$ cat config.mk
export PLATFORM = sky130hd
export DESIGN_NAME = inst_encoder_loader_flat
export DESIGN_NICKNAME = d
export VERILOG_FILES = /design/src/rtl/inst_encoder_loader_pkg.sv /design/src/rtl/inst_encoder_loader_if.sv /design/src/rtl/inst_field_pack.sv /design/src/rtl/inst_encoder_loader.sv /design/src/flat_wrapper.sv
export SDC_FILE = /design/constraint.sdc
export NUM_CORES = 1
export LEC_CHECK = 0
export BUFFER_PORTS_ARGS = -buffer_cell sky130_fd_sc_hd__buf_4
export CORE_MARGIN = 10
export CORE_UTILIZATION = 56
export DETAILED_ROUTE_END_ITERATION = 10
export HOLD_SLACK_MARGIN = 0.06
export PLACE_DENSITY = 0.82
export SLEW_MARGIN = 25
export SYNTH_ARGS = -nofsm -noshare
export SYNTH_HDL_FRONTEND = slang
export SYNTH_HIERARCHICAL = 1
export SYNTH_SLANG_ARGS = --single-unit
$ cat constraint.sdc
create_clock -name clk -period 2.9 [get_ports clk]
set_input_delay 0.145 -clock clk [delete_from_list [all_inputs] [get_ports clk]]
set_output_delay 0.145 -clock clk [all_outputs]
set_load 0.01 [all_outputs]
$ cat src/rtl/inst_encoder_loader_pkg.sv
// +--------------------------------------------------------------------+
// | inst_encoder_loader_pkg                                            |
// | Opcodes, request kinds, error codes and FSM state type shared by   |
// | the instruction encoder/loader.                                    |
// | Revision: 1.0                                                      |
// +--------------------------------------------------------------------+
`default_nettype none

package inst_encoder_loader_pkg;

  // Opcodes as recognised by the core's control decoder
  localparam logic [6:0] OPC_R      = 7'b0110011;
  localparam logic [6:0] OPC_I      = 7'b0010011;
  localparam logic [6:0] OPC_LOAD   = 7'b0000011;
  localparam logic [6:0] OPC_STORE  = 7'b0100011;
  localparam logic [6:0] OPC_BRANCH = 7'b1100011;
  localparam logic [6:0] OPC_JAL    = 7'b1101111;

  typedef enum logic [2:0] {
    KIND_R      = 3'd0,
    KIND_I      = 3'd1,
    KIND_LOAD   = 3'd2,
    KIND_STORE  = 3'd3,
    KIND_BRANCH = 3'd4,
    KIND_JAL    = 3'd5,
    KIND_ZERO   = 3'd6,
    KIND_RSVD   = 3'd7
  } req_kind_e;

  typedef enum logic [1:0] {
    ERR_NONE      = 2'd0,
    ERR_KIND      = 2'd1,
    ERR_OVERFLOW  = 2'd2,
    ERR_IMM_RANGE = 2'd3
  } err_code_e;

  typedef enum logic [1:0] {
    ST_IDLE   = 2'd0,
    ST_ACCEPT = 2'd1,
    ST_WRITE  = 2'd2,
    ST_DONE   = 2'd3
  } state_e;

endpackage

`default_nettype wire

$ cat src/rtl/inst_encoder_loader_if.sv
// +--------------------------------------------------------------------+
// | inst_encoder_loader_if                                             |
// | Request handshake and instruction-memory write port bundle.        |
// | Revision: 1.0                                                      |
// +--------------------------------------------------------------------+
`default_nettype none

interface inst_encoder_loader_if #(
  parameter int ADDR_W = 10
);
  logic              req_valid;
  logic              req_ready;
  logic [2:0]        req_kind;
  logic [2:0]        req_funct3;
  logic [6:0]        req_funct7;
  logic [4:0]        req_rd;
  logic [4:0]        req_rs1;
  logic [4:0]        req_rs2;
  logic [20:0]       req_imm;
  logic              req_last;
  logic              imem_we;
  logic [ADDR_W-1:0] imem_addr;
  logic [31:0]       imem_wdata;

  modport master (
    output req_valid, req_kind, req_funct3, req_funct7, req_rd, req_rs1,
           req_rs2, req_imm, req_last,
    input  req_ready, imem_we, imem_addr, imem_wdata
  );

  modport slave (
    input  req_valid, req_kind, req_funct3, req_funct7, req_rd, req_rs1,
           req_rs2, req_imm, req_last,
    output req_ready, imem_we, imem_addr, imem_wdata
  );
endinterface

`default_nettype wire

$ cat src/rtl/inst_field_pack.sv
// +--------------------------------------------------------------------+
// | inst_field_pack                                                    |
// | Combinational RV32I field packer with optional immediate range     |
// | check (enabled by INST_ENC_IMM_CHECK_EN).                          |
// | Revision: 1.0                                                      |
// +--------------------------------------------------------------------+
`default_nettype none

module inst_field_pack
  import inst_encoder_loader_pkg::*;
(
  input  req_kind_e   kind,
  input  logic [2:0]  funct3,
  input  logic [6:0]  funct7,
  input  logic [4:0]  rd,
  input  logic [4:0]  rs1,
  input  logic [4:0]  rs2,
  input  logic [20:0] imm,
  output logic [31:0] word,
  output logic        imm_bad
);

  always_comb begin
    word = 32'h0;
    case (kind)
      KIND_R:      word = {funct7, rs2, rs1, funct3, rd, OPC_R};
      KIND_I:      word = {imm[11:0], rs1, funct3, rd, OPC_I};
      KIND_LOAD:   word = {imm[11:0], rs1, funct3, rd, OPC_LOAD};
      KIND_STORE:  word = {imm[11:5], rs2, rs1, funct3, imm[4:0], OPC_STORE};
      KIND_BRANCH: word = {imm[12], imm[10:5], rs2, rs1, funct3, imm[4:1], imm[11], OPC_BRANCH};
      KIND_JAL:    word = {imm[20], imm[10:1], imm[11], imm[19:12], rd, OPC_JAL};
      default:     word = 32'h0;
    endcase
  end

`ifdef INST_ENC_IMM_CHECK_EN
  // A value fits n signed bits when every bit above n-1 equals the sign bit
  logic w_fits12;
  logic w_fits13;
  assign w_fits12 = (imm[20:11] == {10{imm[11]}});
  assign w_fits13 = (imm[20:12] == {9{imm[12]}});

  always_comb begin
    imm_bad = 1'b0;
    case (kind)
      KIND_I, KIND_LOAD, KIND_STORE: imm_bad = !w_fits12;
      KIND_BRANCH:                   imm_bad = !w_fits13 || imm[0];
      KIND_JAL:                      imm_bad = imm[0];
      default:                       imm_bad = 1'b0;
    endcase
  end
`else
  assign imm_bad = 1'b0;
`endif

endmodule

`default_nettype wire

$ cat src/rtl/inst_encoder_loader.sv
// +--------------------------------------------------------------------+
// | inst_encoder_loader                                                |
// | Encodes field-level requests and writes them to consecutive imem   |
// | words. Optional immediate check via INST_ENC_IMM_CHECK_EN.         |
// | Revision: 1.0                                                      |
// +--------------------------------------------------------------------+
`default_nettype none

module inst_encoder_loader
  import inst_encoder_loader_pkg::*;
#(
  parameter int ADDR_W    = 10,
  parameter int BASE_ADDR = 0
) (
  input  logic                 clk,
  input  logic                 rst_n,
  input  logic                 start,
  inst_encoder_loader_if.slave bus,
  output logic                 busy,
  output logic                 done,
  output logic [ADDR_W:0]      inst_count,
  output logic [1:0]           err_code
);

  localparam logic [ADDR_W-1:0] BASE = ADDR_W'(BASE_ADDR);

  state_e            r_state;
  logic [ADDR_W-1:0] r_ptr;
  logic [ADDR_W:0]   r_count;
  err_code_e         r_err;
  logic              r_ready;
  logic              r_we;
  logic              r_done;
  logic              r_last;
  logic [ADDR_W-1:0] r_addr;
  logic [31:0]       r_wdata;

  logic [31:0]       w_word;
  logic              w_imm_bad;
  logic [ADDR_W:0]   w_count_next;
  logic              w_full;

  inst_field_pack u_pack (
    .kind    (req_kind_e'(bus.req_kind)),
    .funct3  (bus.req_funct3),
    .funct7  (bus.req_funct7),
    .rd      (bus.req_rd),
    .rs1     (bus.req_rs1),
    .rs2     (bus.req_rs2),
    .imm     (bus.req_imm),
    .word    (w_word),
    .imm_bad (w_imm_bad)
  );

  assign w_count_next = r_count + (ADDR_W+1)'(1);
  // Memory is full once the incremented count carries into the top bit
  assign w_full       = w_count_next[ADDR_W];

  always_ff @(posedge clk or negedge rst_n) begin
    if (!rst_n) begin
      r_state <= ST_IDLE;
      r_ptr   <= '0;
      r_count <= '0;
      r_err   <= ERR_NONE;
      r_ready <= 1'b0;
      r_we    <= 1'b0;
      r_done  <= 1'b0;
      r_last  <= 1'b0;
      r_addr  <= '0;
      r_wdata <= 32'h0;
    end else begin
      r_we   <= 1'b0;
      r_done <= 1'b0;
      case (r_state)
        ST_IDLE: begin
          if (start) begin
            r_ptr   <= '0;
            r_count <= '0;
            r_err   <= ERR_NONE;
            r_ready <= 1'b1;
            r_state <= ST_ACCEPT;
          end
        end
        ST_ACCEPT: begin
          if (bus.req_valid && r_ready) begin
            r_ready <= 1'b0;
            r_we    <= 1'b1;
            r_addr  <= r_ptr + BASE;
            r_wdata <= w_word;
            r_last  <= bus.req_last;
            if (r_err == ERR_NONE) begin
              if (req_kind_e'(bus.req_kind) == KIND_RSVD) r_err <= ERR_KIND;
              else if (w_imm_bad)                         r_err <= ERR_IMM_RANGE;
            end
            r_state <= ST_WRITE;
          end
        end
        ST_WRITE: begin
          r_ptr   <= r_ptr + ADDR_W'(1);
          r_count <= w_count_next;
          if (r_last || w_full) begin
            if (!r_last && r_err == ERR_NONE) r_err <= ERR_OVERFLOW;
            r_done  <= 1'b1;
            r_state <= ST_DONE;
          end else begin
            r_ready <= 1'b1;
            r_state <= ST_ACCEPT;
          end
        end
        ST_DONE: r_state <= ST_IDLE;
        default: r_state <= ST_IDLE;
      endcase
    end
  end

  assign bus.req_ready  = r_ready;
  assign bus.imem_we    = r_we;
  assign bus.imem_addr  = r_addr;
  assign bus.imem_wdata = r_wdata;
  assign busy           = (r_state != ST_IDLE);
  assign done           = r_done;
  assign inst_count     = r_count;
  assign err_code       = r_err;

endmodule

`default_nettype wire

$ cat src/flat_wrapper.sv
// flat-port wrapper written by rule: the top's interface ports become plain ports
module inst_encoder_loader_flat import inst_encoder_loader_pkg::*;
#(
  parameter int ADDR_W    = 10,
  parameter int BASE_ADDR = 0
)
  (clk, rst_n, start, busy, done, inst_count, err_code, bus_req_valid, bus_req_kind, bus_req_funct3, bus_req_funct7, bus_req_rd, bus_req_rs1, bus_req_rs2, bus_req_imm, bus_req_last, bus_req_ready, bus_imem_we, bus_imem_addr, bus_imem_wdata);
  inst_encoder_loader_if #(.ADDR_W(ADDR_W)) bus_i ();
  input  logic clk;
  input  logic rst_n;
  input  logic start;
  output logic busy;
  output logic done;
  output logic [ADDR_W:0] inst_count;
  output logic [1:0] err_code;
  input wire logic [$bits(bus_i.req_valid)-1:0] bus_req_valid;
  input wire logic [$bits(bus_i.req_kind)-1:0] bus_req_kind;
  input wire logic [$bits(bus_i.req_funct3)-1:0] bus_req_funct3;
  input wire logic [$bits(bus_i.req_funct7)-1:0] bus_req_funct7;
  input wire logic [$bits(bus_i.req_rd)-1:0] bus_req_rd;
  input wire logic [$bits(bus_i.req_rs1)-1:0] bus_req_rs1;
  input wire logic [$bits(bus_i.req_rs2)-1:0] bus_req_rs2;
  input wire logic [$bits(bus_i.req_imm)-1:0] bus_req_imm;
  input wire logic [$bits(bus_i.req_last)-1:0] bus_req_last;
  output wire logic [$bits(bus_i.req_ready)-1:0] bus_req_ready;
  output wire logic [$bits(bus_i.imem_we)-1:0] bus_imem_we;
  output wire logic [$bits(bus_i.imem_addr)-1:0] bus_imem_addr;
  output wire logic [$bits(bus_i.imem_wdata)-1:0] bus_imem_wdata;
  assign bus_i.req_valid = bus_req_valid;
  assign bus_i.req_kind = bus_req_kind;
  assign bus_i.req_funct3 = bus_req_funct3;
  assign bus_i.req_funct7 = bus_req_funct7;
  assign bus_i.req_rd = bus_req_rd;
  assign bus_i.req_rs1 = bus_req_rs1;
  assign bus_i.req_rs2 = bus_req_rs2;
  assign bus_i.req_imm = bus_req_imm;
  assign bus_i.req_last = bus_req_last;
  assign bus_req_ready = bus_i.req_ready;
  assign bus_imem_we = bus_i.imem_we;
  assign bus_imem_addr = bus_i.imem_addr;
  assign bus_imem_wdata = bus_i.imem_wdata;
  inst_encoder_loader #(.ADDR_W(ADDR_W), .BASE_ADDR(BASE_ADDR)) u_core (.clk(clk), .rst_n(rst_n), .start(start), .bus(bus_i), .busy(busy), .done(done), .inst_count(inst_count), .err_code(err_code));
endmodule
**Yosys cells after proc, flatten, opt, wreduce, memory -nomap -nowiden**

Cells that the tools add are included.

- Bits in registers: 71
- Latch bits: 0
- Bits in writable memories: 0
- ROM bits: 0
- Input port bits: 54
- Output and inout bits: 59
- Logic and storage cells: 67
- Memories kept: 0

- Add/sub/neg operators: 2
- Multipliers: 0
- Div/mod/pow operators: 0
- $lt $le $gt $ge: 0
- Equality and inequality tests: 16
- Shift operators: 0
- Mux-type cells: 24
- Bitwise operators: 0
- Reduce and logical (&&, ||, !) cells: 15

Operator list:

| kind | number |
|---|---|
| case mux 32 bit (6 select lines) | 1 |
| case mux 11 bit (2 select lines) | 1 |
| case mux 10 bit (2 select lines) | 1 |
| 2-to-1 mux 2 bit | 9 |
| adder 11 x 1 -> 11 bit (second input constant) | 1 |
| 2-to-1 mux 11 bit | 1 |
| adder 10 x 1 -> 10 bit (second input constant) | 1 |
| 2-to-1 mux 10 bit | 1 |
| inequality test 2 x 1 -> 1 bit (second input constant) | 5 |
| == test 3 bit (second input constant) | 3 |
| case mux 2 bit (4 select lines) | 1 |
| 2-to-1 mux 1 bit | 7 |
| AND reduction 7 bit | 1 |
| == test 3 x 2 -> 1 bit (second input constant) | 2 |
| case mux 2 bit (3 select lines) | 1 |
| AND reduction 2 bit | 3 |
| == test 2 bit (second input constant) | 2 |
| zero test 2 bit | 2 |
| inequality test 2 bit (second input constant) | 2 |
| AND reduction 4 bit | 1 |
| nonzero test 2 bit | 2 |
| == test 3 x 1 -> 1 bit (second input constant) | 1 |
| zero test 3 bit | 1 |
| case mux 1 bit (3 select lines) | 1 |
| other kinds (5) | 6 |

**Logic depth before layout (Yosys ltp)**

- Depth after elaboration: 5
- Gate-level depth with buffers: 8
- Gate-level depth less buffers: 6

**Hierarchy**

Netlist, hierarchy kept.

Modules (own cells, without submodules):

| module | instances | cells an instance | area an instance (µm²) | seq. area each (µm²) |
|---|---|---|---|---|
| inst_encoder_loader | 1 | 247 | 3144.3 | 1776.7 |
| inst_field_pack | 1 | 109 | 754.5 | 0.0 |

**Least setup slack after synthesis**

No wires, ideal clock.

- Path kind: register -> register
- From: register u_core.r_state[0]
- To: register u_core.r_err[1] (netlist: u_core/err_code[1])
- Library setup time: 95 ps
- Data arrival time: 1687 ps
- Data required time: 2805 ps
- Slack: 1118 ps
- Stages on the path, launching flop included: 7
- Path buffers: 0
- Clock period less this slack: 1782 ps
- Path through: dfrtp_1 > inv_1 > ha_1 > nor2b_1 > or3_4 > or2_1 > o31ai_1

- Cells in the longest elaborated chain, start to end: 3
- Elaborated cells between the ends (all ways): 12
- Classes of those cells: 8 x eq/ne; 1 x mux; 3 x reduce/logical

RTL lines:

| item | RTL line | text |
|---|---|---|
| from (decl) | inst_encoder_loader.sv:27 | `state_e r_state;` |
| from (signal assigned) | inst_encoder_loader.sv:61 | `r_state <= ST_IDLE;` |
| from (signal assigned) | inst_encoder_loader.sv:81 | `r_state <= ST_ACCEPT;` |
| from (signal assigned) | inst_encoder_loader.sv:95 | `r_state <= ST_WRITE;` |
| == test 2 bit (tied with other cells) | inst_encoder_loader.sv:74 | `case (r_state)` |
| inequality test 2 x 1 -> 1 bit (no line) (tied with other cells) | n/a |  |
| AND reduction 7 bit (no line) | n/a |  |
| to (signal assigned) | inst_encoder_loader.sv:79 | `r_err <= ERR_NONE;` |
| to (signal assigned) | inst_encoder_loader.sv:92 | `if (req_kind_e'(bus.req_kind) == KIND_RSVD) r_err <= ERR_KIND;` |
| to (signal assigned) | inst_encoder_loader.sv:93 | `else if (w_imm_bad) r_err <= ERR_IMM_RANGE;` |
| to (decl) | inst_encoder_loader.sv:30 | `err_code_e r_err;` |

Several ways; a longest one is shown, not always the timed one.
A chain may end at the register's enable or synchronous reset.

**Worst setup path in the final report**

- From: register u_core.r_state[0]
- To: register u_core.r_count[5] (netlist: u_core/inst_count[5])

- Cells in the longest elaborated chain, start to end: 3
- Elaborated cells between the ends (all ways): 6
- Classes of those cells: 2 x eq/ne; 1 x mux; 3 x reduce/logical

RTL lines:

| item | RTL line | text |
|---|---|---|
| == test 2 bit or zero test 2 bit (tied branches) | inst_encoder_loader.sv:74 |  |
| nonzero test 2 bit (no line) or inequality test 2 bit (tied branches) | n/a |  |
| AND reduction 2 bit (no line) | n/a |  |
| to (signal assigned) | inst_encoder_loader.sv:100 | `r_count <= w_count_next;` |
| to (decl) | inst_encoder_loader.sv:29 | `logic [ADDR_W:0] r_count;` |

Several ways; a longest one is shown, not always the timed one.

==> out/qor.csv <==
metric,value,unit
status,finished clean,
area_growth_syn_to_layout,26.8,%
vias,3297,
yosys.area_share.simple,11.6,%
max_stage_delay,0.57,ns
synth_top_family_by_area,compound AO/OA/AOI/OAI gates,
maxCapViolCount,0,
cts_tree,yes,
routabilityCongestion,0.805,
vdd.ir_drop.worst,0.445,mV
worst-path-max-fanout,18,
die-area,0.0107,mm2
skew,0.00939,ns
worstPathArrival,2.33,ns
synth.avg_cell_area,11.0,um2
pre_cts_slack,0.799,ns
leakage,2.41,nW
antenna_found_initial,0,
final_layout_size_suffix_gt1_share,40.3,%
drtPass1Iterations,5,
grt_pass1_vias,3079,
synth_mux_area_share,16.1,%
fin_crit_sh,72.0,%
dpl.hpwl,7.48,mm
hold_viol_final,0,
hold_depth,3,
mappedNetlistArea,0.00390,mm2
layout_setup_ws,0.812,ns
coreArea,0.00679,mm2
grt_pass1_wl,16.1,mm
synth-xor-area-share,0.899,%
finalSetupTns,0,ns
crit_type,flip-flop to flip-flop,
slew_viol_final,0,
cp.required,3.14,ns
grt_setup_unrepaired,false,
slowest_stage,mux2i_2,
layout_commonest_cell,buf_4,
cts_buffer_depth,2,
layout.nets,519,
synth_top_flop_cell,dfrtp_1,
relSlewSlack,40.4,%
path_buf_inv,2,
period_minus_slack,2.09,ns
track_usage,19.4,%
synth_nets,416,
seq_area_frac_synth,45.6,%
finish.instance_area,0.00494,mm2
worstRegToRegCells,7,
die_width,103,um
dp.cells,542,
portBuffers,112,
max_slew.worst_pin.slew,0.894,ns
grt_max_degree,72,
cts_setup_buffers,0,
h-tree-depth,3,
die_h,103,um
clk_pin_slew,0.08,ns
rows,30,
cts_root_buffer,clkbuf_8,
synth_warnings,6,
totalWireLength,10.4,mm
synth_seq_cells,71,
setup_viol_count_final,0,
fill_cells,501,
ctsResizeCount,0,
drt_first_iter_violations,201,
antenna_left,0,
grt_overflow,0,
clk_latency,0.35,ns
synthAdderAreaFrac,1.93,%
fmax,479,MHz
diodes,0,
cp-start-kind,flip-flop,
synth-edff-count,0,
layout_common_cells,"114 x buf_4, 71 x dfrtp_1, 46 x mux2_2",
syn_inst,356,
critical_path.top_delay_family,multiplexers,
cp-end-kind,flip-flop,
cts.sinks,71,
cp.depth,7,
place_area,0.00475,mm2
num_io_pins,113,
vias_per_cell,5.89,
path_cells,"inv_1, ha_1, mux2i_2, buf_4, nor4_1, o21ai_0, nand2_1",
synth_compound_area_share,18.5,%
pwr_density_cell,785,mW/mm2
synth_cell_types,55,
finalNonFillerCells,560,
whs,0.152,ns
async_flop_share,100,%
initial_utilization,57.4,%
hp-class,input port to flip-flop,
drc,0,
wl_per_cell,18.5,um
cts_buffers,9,
==> cell type report <==
class | instances | area, um2 | share of cell area (%)
clock inverter | 7 | 50.0 | 1.01
multi-input combinational | 246 | 1920 | 38.9
sequential | 71 | 1780 | 35.9
clock buffer | 9 | 124 | 2.51
inverter | 14 | 52.6 | 1.06
tap | 96 | 120 | 2.43
timing repair buffer | 117 | 896 | 18.1
==> worst reg2reg max path: stages (launching register included) <==
cell	delay, ns
dfrtp_1	0.42
inv_1	0.13
ha_1	0.24
mux2i_2	0.57
buf_4	0.34
nor4_1	0.08
o21ai_0	0.16
nand2_1	0.06
==> sequential cells by signal (all words and copies together) (netlist names) <==
register,flops
u_core/bus.req_ready,1
u_core/bus.imem_wdata,32
u_core/r_ptr,10
u_core/err_code,2
u_core/inst_count,11
u_core/bus.imem_we,1
u_core/done,1
u_core/r_state,2
u_core/bus.imem_addr,10
u_core/r_last,1
==> power by group <==
| group | internal (mW) | switching, mW |
|---|---|---|
| Sequential | 1.30 | 0.220 |
| Clock | 0.309 | 0.397 |
| Combinational | 0.851 | 0.806 |
==> final timing paths <==
check / startpoint / endpoint / slack (ns)
setup / recovery: u_core/r_state[0]$_DFFE_PN0P_ / u_core/inst_count[5]$_DFFE_PN0P_ / 0.81
hold / removal: bus_req_imm[9] / u_core/bus.imem_wdata[29]$_DFFE_PN0P_ / 0.15
setup reg to reg: u_core/r_state[0]$_DFFE_PN0P_ / u_core/inst_count[5]$_DFFE_PN0P_ / 0.81
hold reg to reg: u_core/bus.imem_wdata[22]$_DFFE_PN0P_ / u_core/bus.imem_wdata[22]$_DFFE_PN0P_ / 0.51
max in group asynchronous: rst_n / u_core/inst_count[9]$_DFFE_PN0P_ / 1.86
min in group asynchronous: rst_n / u_core/bus.imem_wdata[10]$_DFFE_PN0P_ / 0.45
==> what timing repair did <==
| item | in CTS | in global routing |
|---|---|---|
| hold buffers | 2 | 0 |
| hold endpoints to repair | 72 | 0 |
| endpoints found under the setup margin | 0 | 0 |
==> stage by stage <==
step | total power [mW] | utilization (%)
after global routing | 4.13 | 72.7
after floorplan | 2.44 | -
final | 3.88 | 72.7
after detailed placement | 3.20 | 69.9
after global placement | 3.14 | 69.9
after CTS | 3.91 | 72.7
==> cells by family (layout without fill, tap and decap cells) <==
kind of cell | after synthesis | in the layout
AOI/OAI and AO/OA | 98 | 98
xor gates and xnor gates | 4 | 4
and+or+nand+nor | 80 | 80
muxes | 57 | 57
adders and majority gates | 6 | 6
buffers and inverters | 39 | 147
DFF | 71 | 71
other | 1 | 1
==> metal layers <==
metal | wire length (um) | global-route usage (%) | part of all wire [%] | vias up
li1 | - | - | - | 1547
met1 | 4280 | 23.7 | 41 | 1603
met2 | 5100 | 32.8 | 49 | 135
met3 | 814 | 3.65 | 7.8 | 12
met4 | 180 | 8.34 | 1.7 | 0
met5 | 0 | 0 | 0 | -
==> Yosys cell counts (3+ instances only) <==
| cell | instances | area (um2) |
|---|---|---|
| a21o_1 | 3 | 22.5 |
| a21oi_1 | 4 | 20.0 |
| a22o_1 | 9 | 78.8 |
| a22oi_1 | 11 | 82.6 |
| a2bb2oi_1 | 8 | 70.1 |
| a31oi_1 | 7 | 43.8 |
| buf_1 | 3 | 11.3 |
| buf_2 | 13 | 65.1 |
| buf_4 | 5 | 37.5 |
| dfrtp_1 | 71 | 1780 |
| ha_1 | 6 | 75.1 |
| inv_1 | 14 | 52.6 |
| mux2_2 | 46 | 518 |
| mux2i_1 | 11 | 110 |
| nand2_1 | 19 | 71.3 |
| nand3_1 | 8 | 40.0 |
| nor2_1 | 13 | 48.8 |
| nor2b_1 | 9 | 56.3 |
| nor3_1 | 6 | 30.0 |
| nor4_1 | 3 | 18.8 |
| o21ai_0 | 13 | 65.1 |
| o22ai_1 | 19 | 119 |
| o2bb2ai_1 | 7 | 61.3 |
| o31ai_1 | 4 | 30.0 |
| xnor2_1 | 4 | 35.0 |
No activity file was read; power rests on OpenSTA's default activity.
